==> src/rtl/store_buffer_lsu.sv <==
// store_buffer_lsu: load/store front end with a posted-store FIFO write buffer.
// Stores are buffered and drained to memory on cycles the memory port is not
// needed by a load. Loads return a registered response one cycle after accept.
// Optional feature macro: STORE_FWD_EN (defined = loads forward from the
// youngest matching buffered store; undefined = matching loads stall until
// the matching entries have drained).
module store_buffer_lsu #(
  parameter int DEPTH     = 4,
  parameter int MEM_WORDS = 24,
  parameter int AW        = 12,
  parameter int DW        = 12
) (
  input  logic          clk,
  input  logic          reset,
  input  logic          req_valid,
  input  logic          req_we,
  input  logic [AW-1:0] req_addr,
  input  logic [DW-1:0] req_wdata,
  output logic          req_ready,
  output logic          rsp_valid,
  output logic [DW-1:0] rsp_data,
  output logic          rsp_err,
  input  logic          flush,
  output logic          empty,
  output logic          MemWrite,
  output logic          MemRead,
  output logic [AW-1:0] address,
  output logic [DW-1:0] wd2,
  input  logic [DW-1:0] MemData_out
);

  localparam int PW = (DEPTH > 1) ? $clog2(DEPTH) : 1;
  localparam int CW = $clog2(DEPTH + 1);

  // Buffer storage and bookkeeping
  logic [AW-1:0]    addr_q [DEPTH];
  logic [DW-1:0]    data_q [DEPTH];
  logic [DEPTH-1:0] valid_q;
  logic [PW-1:0]    wr_ptr_q, wr_ptr_d;
  logic [PW-1:0]    rd_ptr_q, rd_ptr_d;
  logic [CW-1:0]    count_q, count_d;

  // Registered response and status
  logic             rsp_valid_q, rsp_valid_d;
  logic [DW-1:0]    rsp_data_q, rsp_data_d;
  logic             rsp_err_q, rsp_err_d;
  logic             empty_q, empty_d;

  // Request decode
  logic             is_load_s, is_store_s, in_range_s;
  logic             store_ok_s, load_ok_s;
  logic             load_acc_s, store_acc_s, push_s;
  logic             hit_s, use_fwd_s;
  logic [DW-1:0]    hit_data_s;
  logic             mem_read_s, drain_s;

  assign is_load_s  = req_valid & ~req_we;
  assign is_store_s = req_valid & req_we;
  assign in_range_s = (req_addr < AW'(MEM_WORDS));
  assign store_ok_s = (count_q < CW'(DEPTH)) & ~flush;

`ifdef STORE_FWD_EN
  assign load_ok_s = 1'b1;
  assign use_fwd_s = hit_s;
`else
  // Without forwarding a matching load waits for the buffer to drain past it
  assign load_ok_s = ~hit_s;
  assign use_fwd_s = 1'b0;
`endif

  assign load_acc_s  = is_load_s & load_ok_s;
  assign store_acc_s = is_store_s & store_ok_s;
  assign push_s      = store_acc_s & in_range_s;

  // Youngest-match search: walk from oldest to youngest so the last hit wins
  always_comb begin
    hit_s      = 1'b0;
    hit_data_s = '0;
    for (int i = 0; i < DEPTH; i++) begin
      if (valid_q[rd_ptr_q + PW'(i)] && (addr_q[rd_ptr_q + PW'(i)] == req_addr)) begin
        hit_s      = 1'b1;
        hit_data_s = data_q[rd_ptr_q + PW'(i)];
      end else begin
        hit_s      = hit_s;
        hit_data_s = hit_data_s;
      end
    end
  end

  // Memory port arbitration: a missing in-range load wins, otherwise drain the head
  always_comb begin
    mem_read_s = load_acc_s & in_range_s & ~use_fwd_s;
    drain_s    = ~mem_read_s & (count_q != '0);
    MemRead    = mem_read_s;
    MemWrite   = drain_s;
    if (mem_read_s) begin
      address = req_addr;
      wd2     = '0;
    end else if (drain_s) begin
      address = addr_q[rd_ptr_q];
      wd2     = data_q[rd_ptr_q];
    end else begin
      address = '0;
      wd2     = '0;
    end
  end

  // Ready: loads limited only by the forwarding mode, stores by space and flush
  always_comb begin
    if (!req_valid) begin
      req_ready = 1'b1;
    end else if (req_we) begin
      req_ready = store_ok_s;
    end else begin
      req_ready = load_ok_s;
    end
  end

  // Pointer, occupancy and response next-state
  always_comb begin
    wr_ptr_d = wr_ptr_q;
    rd_ptr_d = rd_ptr_q;
    count_d  = count_q;
    if (push_s) begin
      wr_ptr_d = wr_ptr_q + PW'(1);
    end else begin
      wr_ptr_d = wr_ptr_q;
    end
    if (drain_s) begin
      rd_ptr_d = rd_ptr_q + PW'(1);
    end else begin
      rd_ptr_d = rd_ptr_q;
    end
    case ({push_s, drain_s})
      2'b10:   count_d = count_q + CW'(1);
      2'b01:   count_d = count_q - CW'(1);
      default: count_d = count_q;
    endcase
    empty_d     = (count_d == '0);
    rsp_valid_d = load_acc_s;
    rsp_err_d   = (load_acc_s | store_acc_s) & ~in_range_s;
    if (load_acc_s && in_range_s) begin
      rsp_data_d = use_fwd_s ? hit_data_s : MemData_out;
    end else begin
      rsp_data_d = '0;
    end
  end

  // Buffer entries: invalidate the drained head, then fill the tail on a push
  always_ff @(posedge clk or negedge reset) begin
    if (!reset) begin
      valid_q <= '0;
      for (int i = 0; i < DEPTH; i++) begin
        addr_q[i] <= '0;
        data_q[i] <= '0;
      end
    end else begin
      if (drain_s) begin
        valid_q[rd_ptr_q] <= 1'b0;
      end
      if (push_s) begin
        valid_q[wr_ptr_q] <= 1'b1;
        addr_q[wr_ptr_q]  <= req_addr;
        data_q[wr_ptr_q]  <= req_wdata;
      end
    end
  end

  // Pointers, count and registered outputs
  always_ff @(posedge clk or negedge reset) begin
    if (!reset) begin
      wr_ptr_q    <= '0;
      rd_ptr_q    <= '0;
      count_q     <= '0;
      empty_q     <= 1'b1;
      rsp_valid_q <= 1'b0;
      rsp_data_q  <= '0;
      rsp_err_q   <= 1'b0;
    end else begin
      wr_ptr_q    <= wr_ptr_d;
      rd_ptr_q    <= rd_ptr_d;
      count_q     <= count_d;
      empty_q     <= empty_d;
      rsp_valid_q <= rsp_valid_d;
      rsp_data_q  <= rsp_data_d;
      rsp_err_q   <= rsp_err_d;
    end
  end

  assign rsp_valid = rsp_valid_q;
  assign rsp_data  = rsp_data_q;
  assign rsp_err   = rsp_err_q;
  assign empty     = empty_q;

endmodule

==> config.mk <==
export PLATFORM = sky130hd
export DESIGN_NAME = store_buffer_lsu
export DESIGN_NICKNAME = d
export VERILOG_FILES = /design/src/rtl/store_buffer_lsu.sv
export SDC_FILE = /design/constraint.sdc
export NUM_CORES = 1
export LEC_CHECK = 0
export CAP_MARGIN = 20
export CORE_MARGIN = 5
export CORE_UTILIZATION = 45
export CTS_CLUSTER_SIZE = 25
export DETAILED_ROUTE_END_ITERATION = 6
export PLACE_DENSITY_LB_ADDON = 0.15
export SETUP_SLACK_MARGIN = 0.4
export SLEW_MARGIN = 5
export SYNTH_ARGS = -nofsm -noshare
export SYNTH_HDL_FRONTEND = slang
export SYNTH_SLANG_ARGS = --single-unit
==> constraint.sdc <==
create_clock -name clk -period 11.05 [get_ports clk]
set_input_delay 3.315 -clock clk [delete_from_list [all_inputs] [get_ports clk]]
set_output_delay 3.315 -clock clk [all_outputs]
set_load 0.01 [all_outputs]
Word-level counts from Yosys, hierarchy flattened:

Index checks and enable logic that the tools add are counted.

* register bits after elaboration: 122
* input bits: 41
* output and inout bits: 42
* logic and storage cells: 121

* add/sub/neg operators: 6
* order comparisons: 15
* equality and inequality tests: 6
* muxes and demuxes: 45
* bitwise logic cells: 23
* reduce and logical (&&, ||, !) cells: 10

Operators with widths (count)
* $mux 12: 16
* $bmux 12 s2: 5
* $bwmux 48: 2
* $eq 12x12->1: 4
* $demux 12 s2: 1
* $ge 3x3->1 const B: 5
* $lt 2x3->1 const B: 5
* $not 2->3: 5
* $lt 12x5->1 const B: 1
* $mux 1: 12
* $and 1x1->1: 9
* $bmux 1 s2: 4
* $logic_and 1x1->1: 8
* $mux 4: 2
* $pmux 3 s2: 1
* $not 1->1: 5
* $add 2x1->2 const B: 2
* $add 2x2->2 const B: 2
* $and 4x4->4: 1
* $demux 1 s2: 2
* $ge 2x1->1 const B: 2
* $not 4->4: 1
* $or 4x4->4: 1
* $add 3x1->3 const B: 1
* 8 further kinds: 8

Longest topological paths before layout:

* word-level depth: 18
* gate-level depth with buffers: 22
* depth with buffers taken out: 15

Least setup slack after synthesis:

No wires, ideal clock.

* path kind: input to output
* from: input req_addr[5]
* to: output address[5]
* data arrival time: 5.070 ns
* data required time: 7.735 ns
* path slack: 2.665 ns
* stages on the path: 9
* path through: clkbuf_1 > nor4_1 > o211ai_1 > nor3b_1 > inv_1 > a221oi_2 > a21boi_4 > buf_6 > and2_1

* word-level cells in the longest chain between the ends: 13
* elaborated cells between the ends (all ways): 20

Ends and longest elaborated chain
* start: declaration: line 17 `input logic [AW-1:0] req_addr,`
* $eq 12x12->1: line 80 `if (valid_q[rd_ptr_q + PW'(i)] && (addr_q[rd_ptr_q + PW'(i)] == req_addr)) begin`
* $logic_and 1x1->1: line 80
* $mux 1 (4 in series): line 80
* $not 1->1: line 67 `assign load_ok_s = ~hit_s;`
* $and 1x1->1: line 71 `assign load_acc_s = is_load_s & load_ok_s;`
* $and 1x1->1: line 92 `mem_read_s = load_acc_s & in_range_s & ~use_fwd_s;`
* $not 1->1: line 93 `drain_s = ~mem_read_s & (count_q != '0);`
* $and 1x1->1: line 93
* $mux 12: line 99 `end else if (drain_s) begin`
* $mux 12 *: line 96 `if (mem_read_s) begin`
* end: declaration: line 27 `output logic [AW-1:0] address,`

Mark *: on every way between the ends. The rest lies on a longest branch, timed or not.

Final worst setup path:

* from: input req_addr[11]
* to: output address[0]

* word-level cells in the longest chain between the ends: 13
* elaborated cells between the ends (all ways): 20

Ends and longest elaborated chain (line)
* $eq 12x12->1: 80
* $logic_and 1x1->1: 80
* $mux 1 (4 in series): 80
* $not 1->1: 67
* $and 1x1->1: 71
* $and 1x1->1 *: 92
* $not 1->1: 93
* $and 1x1->1: 93
* $mux 12: 99
* $mux 12 *: 96

Marks and branches as above.

==> results.toml <==
[run_status]
outcome = "completed"

[grt]
grt_pass1_wl_um = 31400
grt_max_degree = 75
grt_pass1_vias = 5568
antenna_found_initial = 0
overflow = 0
grt_usage_pct = 20.8

[clocking]
clock_latency_ns = 0.41
worst_setup_hold_path_clk_slew_ns = 0.05
cts_tree = "yes"
cts_buffers = 17
postCtsSetupBuffers = 0
htreeDepth = 4
cts_hold_buf = 0
cts_resized = 0
clock_path_buffers = 2
root_buffer = "clkbuf_16"
cts.sinks = 122

[cells_and_area]
layout.nets = 734
drive_above_1_share_pct = 22.7
fin_cells = 912
num_antenna_cells = 0
area_delta_synth_final_pct = 20.7
fillers = 1410
final_util_pct = 55.7

[floorplan]
die_w_um = 138
rows = 46
coreArea_um2 = 16000
start_util_pct = 46.1
die_h_um = 138
die_area_um2 = 19100
pin_count = 83

[sta]
slew_headroom_pct = 26.5
min_period_ns = 9.96
tightest_slew_ns = 1.09
tns_ns = 0
fmax_mhz = 100
final_max_slew_viol_count = 0
finalSetupViolCount = 0
min_period_over_period_pct = 90.1
clock_skew_ns = 0.00943
rsz0062_at_grt = "false"
finalHoldViolations = 0

[critical_path]
critical_path_class = "in2out"
r2r-end = "empty"
rr_worst_depth = 16
crit_path_max_fanout = 18
crit_required_ns = 7.74
cp-start-kind = "input port"
crit_path_end_kind = "output port"
reg2reg_setup_slack_ns = 5.70
r2r_start = "rd_ptr_q[0]"
arrival_ns = 6.65

[placed_design]
portBuffers = 82
dpl.hpwl_um = 13400
placed_cells = 879
gp_congestion = 0.909

[route]
routed_wl_um = 19400
vias = 5179
routedWlPerCell_um = 21.3
drt_iter0_markers = 324
final_antenna_net_count = 0
drc = 0
viasPerCell = 5.68
firstDrtPassIters = 5

[power_and_ir_drop]
leakagePower_nw = 3.96
p_per_area_nw_per_um2 = 174
vdd_ir_drop_max_v = 0.000134

[yosys]
syn-instance-count = 618
ys_seq_area_share_pct = 41.4
synth_most_common_cell = "dfrtp_1"
ys.warnings.count = 0
avgSynthCellArea_um2 = 11.9
ys_top_cells_by_area = "dfrtp_1 (41%), mux4_2 (13%), mux2_2 (8.7%)"
synth_largest_area_cell = "dfrtp_1"
synth_flop_cell = "dfrtp_1"
ys_async_sr_fraction_pct = 100
syn_area_um2 = 7380
synth.top_cell.area_share_pct = 41.0
yosysUniqueCellTypes = 53
yosys_register_bits = 122
synth_common_cells = "dfrtp_1 (121), mux2_2 (57), nand2_1 (50)"
synth_nets = 669
synth_edf_count = 0

[min_path]
hold_class = "reg2reg"
worstHoldEndpoint = "data_q[16]"
min_from = "data_q[16]"
min_path_cells = 1

[job]
drv_cap = 0
-- cells by family (layout without fill, tap and decap cells) --
family                     Yosys count  in the layout  synth area share, %
DFF                                122            122                 41.4
AOI/OAI and AO/OA                   62             62                 6.42
and+or+nand+nor                    150            150                 10.5
buffers and inverters               73            151                 4.92
muxes                              143            143                 27.9
xor gates and xnor gates            58             58                 7.09
adders and majority gates           10             10                 1.80
-- state kept, by name, indices dropped and copies added, names as in the netlist --
name,flops
wr_ptr_q,2
rd_ptr_q,2
empty,1
rsp_err,1
valid_q,4
data_q,48
rsp_data,12
rsp_valid,1
addr_q,48
count_q,3
-- power breakdown --
part / switching, mW / internal, mW
sequential: 0.0194 / 0.464
combinational: 0.280 / 0.220
clock: 0.204 / 0.367
total: 0.503 / 1.05
-- critical path: stages --
cell and delay, ns:
clkdlybuf4s50_1 0.80, xor2_1 0.16, o32ai_2 0.31, o21ai_1 0.10, a211oi_1 0.31, a22oi_1 0.20
nand4_4 0.11, buf_4 0.29, mux2i_1 0.42, clkdlybuf4s50_1 0.61
-- worst max path at each step --
stage | depth (start not counted) | endpoint | slack (ns) | from
after floorplan | 9 | address[5] | 2.66 | req_addr[5]
after global placement | 9 | address[9] | 1.09 | req_addr[11]
after detailed placement | 9 | address[10] | 1.12 | req_addr[11]
after CTS | 9 | address[10] | 1.09 | req_addr[11]
after global routing | 9 | wd2[3] | 0.92 | req_addr[11]
final | 10 | address[0] | 1.09 | req_addr[11]
-- metrics by stage --
stage	hold slack, ns	area [um2]	worst slack, ns	total power [mW]
finish	0.499	8910	1.09	1.55
global route	0.509	8910	0.922	1.63
CTS	0.502	8890	1.09	1.56
detailed placement	0.489	8290	1.12	0.986
global placement	0.481	8290	1.09	0.976
floorplan	0.474	7380	2.66	0.879
-- routing by layer --
layer	GRT usage (%)	vias to the layer above	wire, um
met2	35.0	143	9670
li1	-	2348	-
met5	0	-	0
met1	27.1	2664	8320
met3	5.00	24	1030
met4	5.88	0	374
-- cell usage in the layout, fill, tap and decap left out, drive strengths merged, types with 2 or more instances in the layout --
cell type / count
a221oi: 5
nor4: 2
nor2: 19
a31oi: 2
nand2: 50
o211ai: 2
a2bb2oi: 2
a22oi: 3
clkinv: 2
a21oi: 4
a41oi: 4
and2: 44
nor3: 6
buf: 10
dfrtp: 121
xor2: 13
o2111ai: 4
clkdlybuf4s50: 81
nand4: 6
inv: 30
a211oi: 6
clkbuf: 22
o21ai: 22
bufinv: 3
o221ai: 2
mux4: 44
xnor2: 45
mux2: 60
o32ai: 2
mux2i: 39
ha: 9
and4: 2
clkinvlp: 3
nand3: 10
and3: 6
-- final cells by class --
| cell class | count | area, um2 | share of cell area [%] |
|---|---|---|---|
| clock buffers | 22 | 464 | 5.21 |
| clock inverters | 10 | 140 | 1.57 |
| inverters | 28 | 105 | 1.18 |
| multi-input cells | 423 | 3970 | 44.6 |
| flip-flops and latches | 122 | 3060 | 34.3 |
| well taps | 216 | 270 | 3.03 |
| repair buffers | 91 | 898 | 10.1 |
Power figures use the tool's default switching activity.
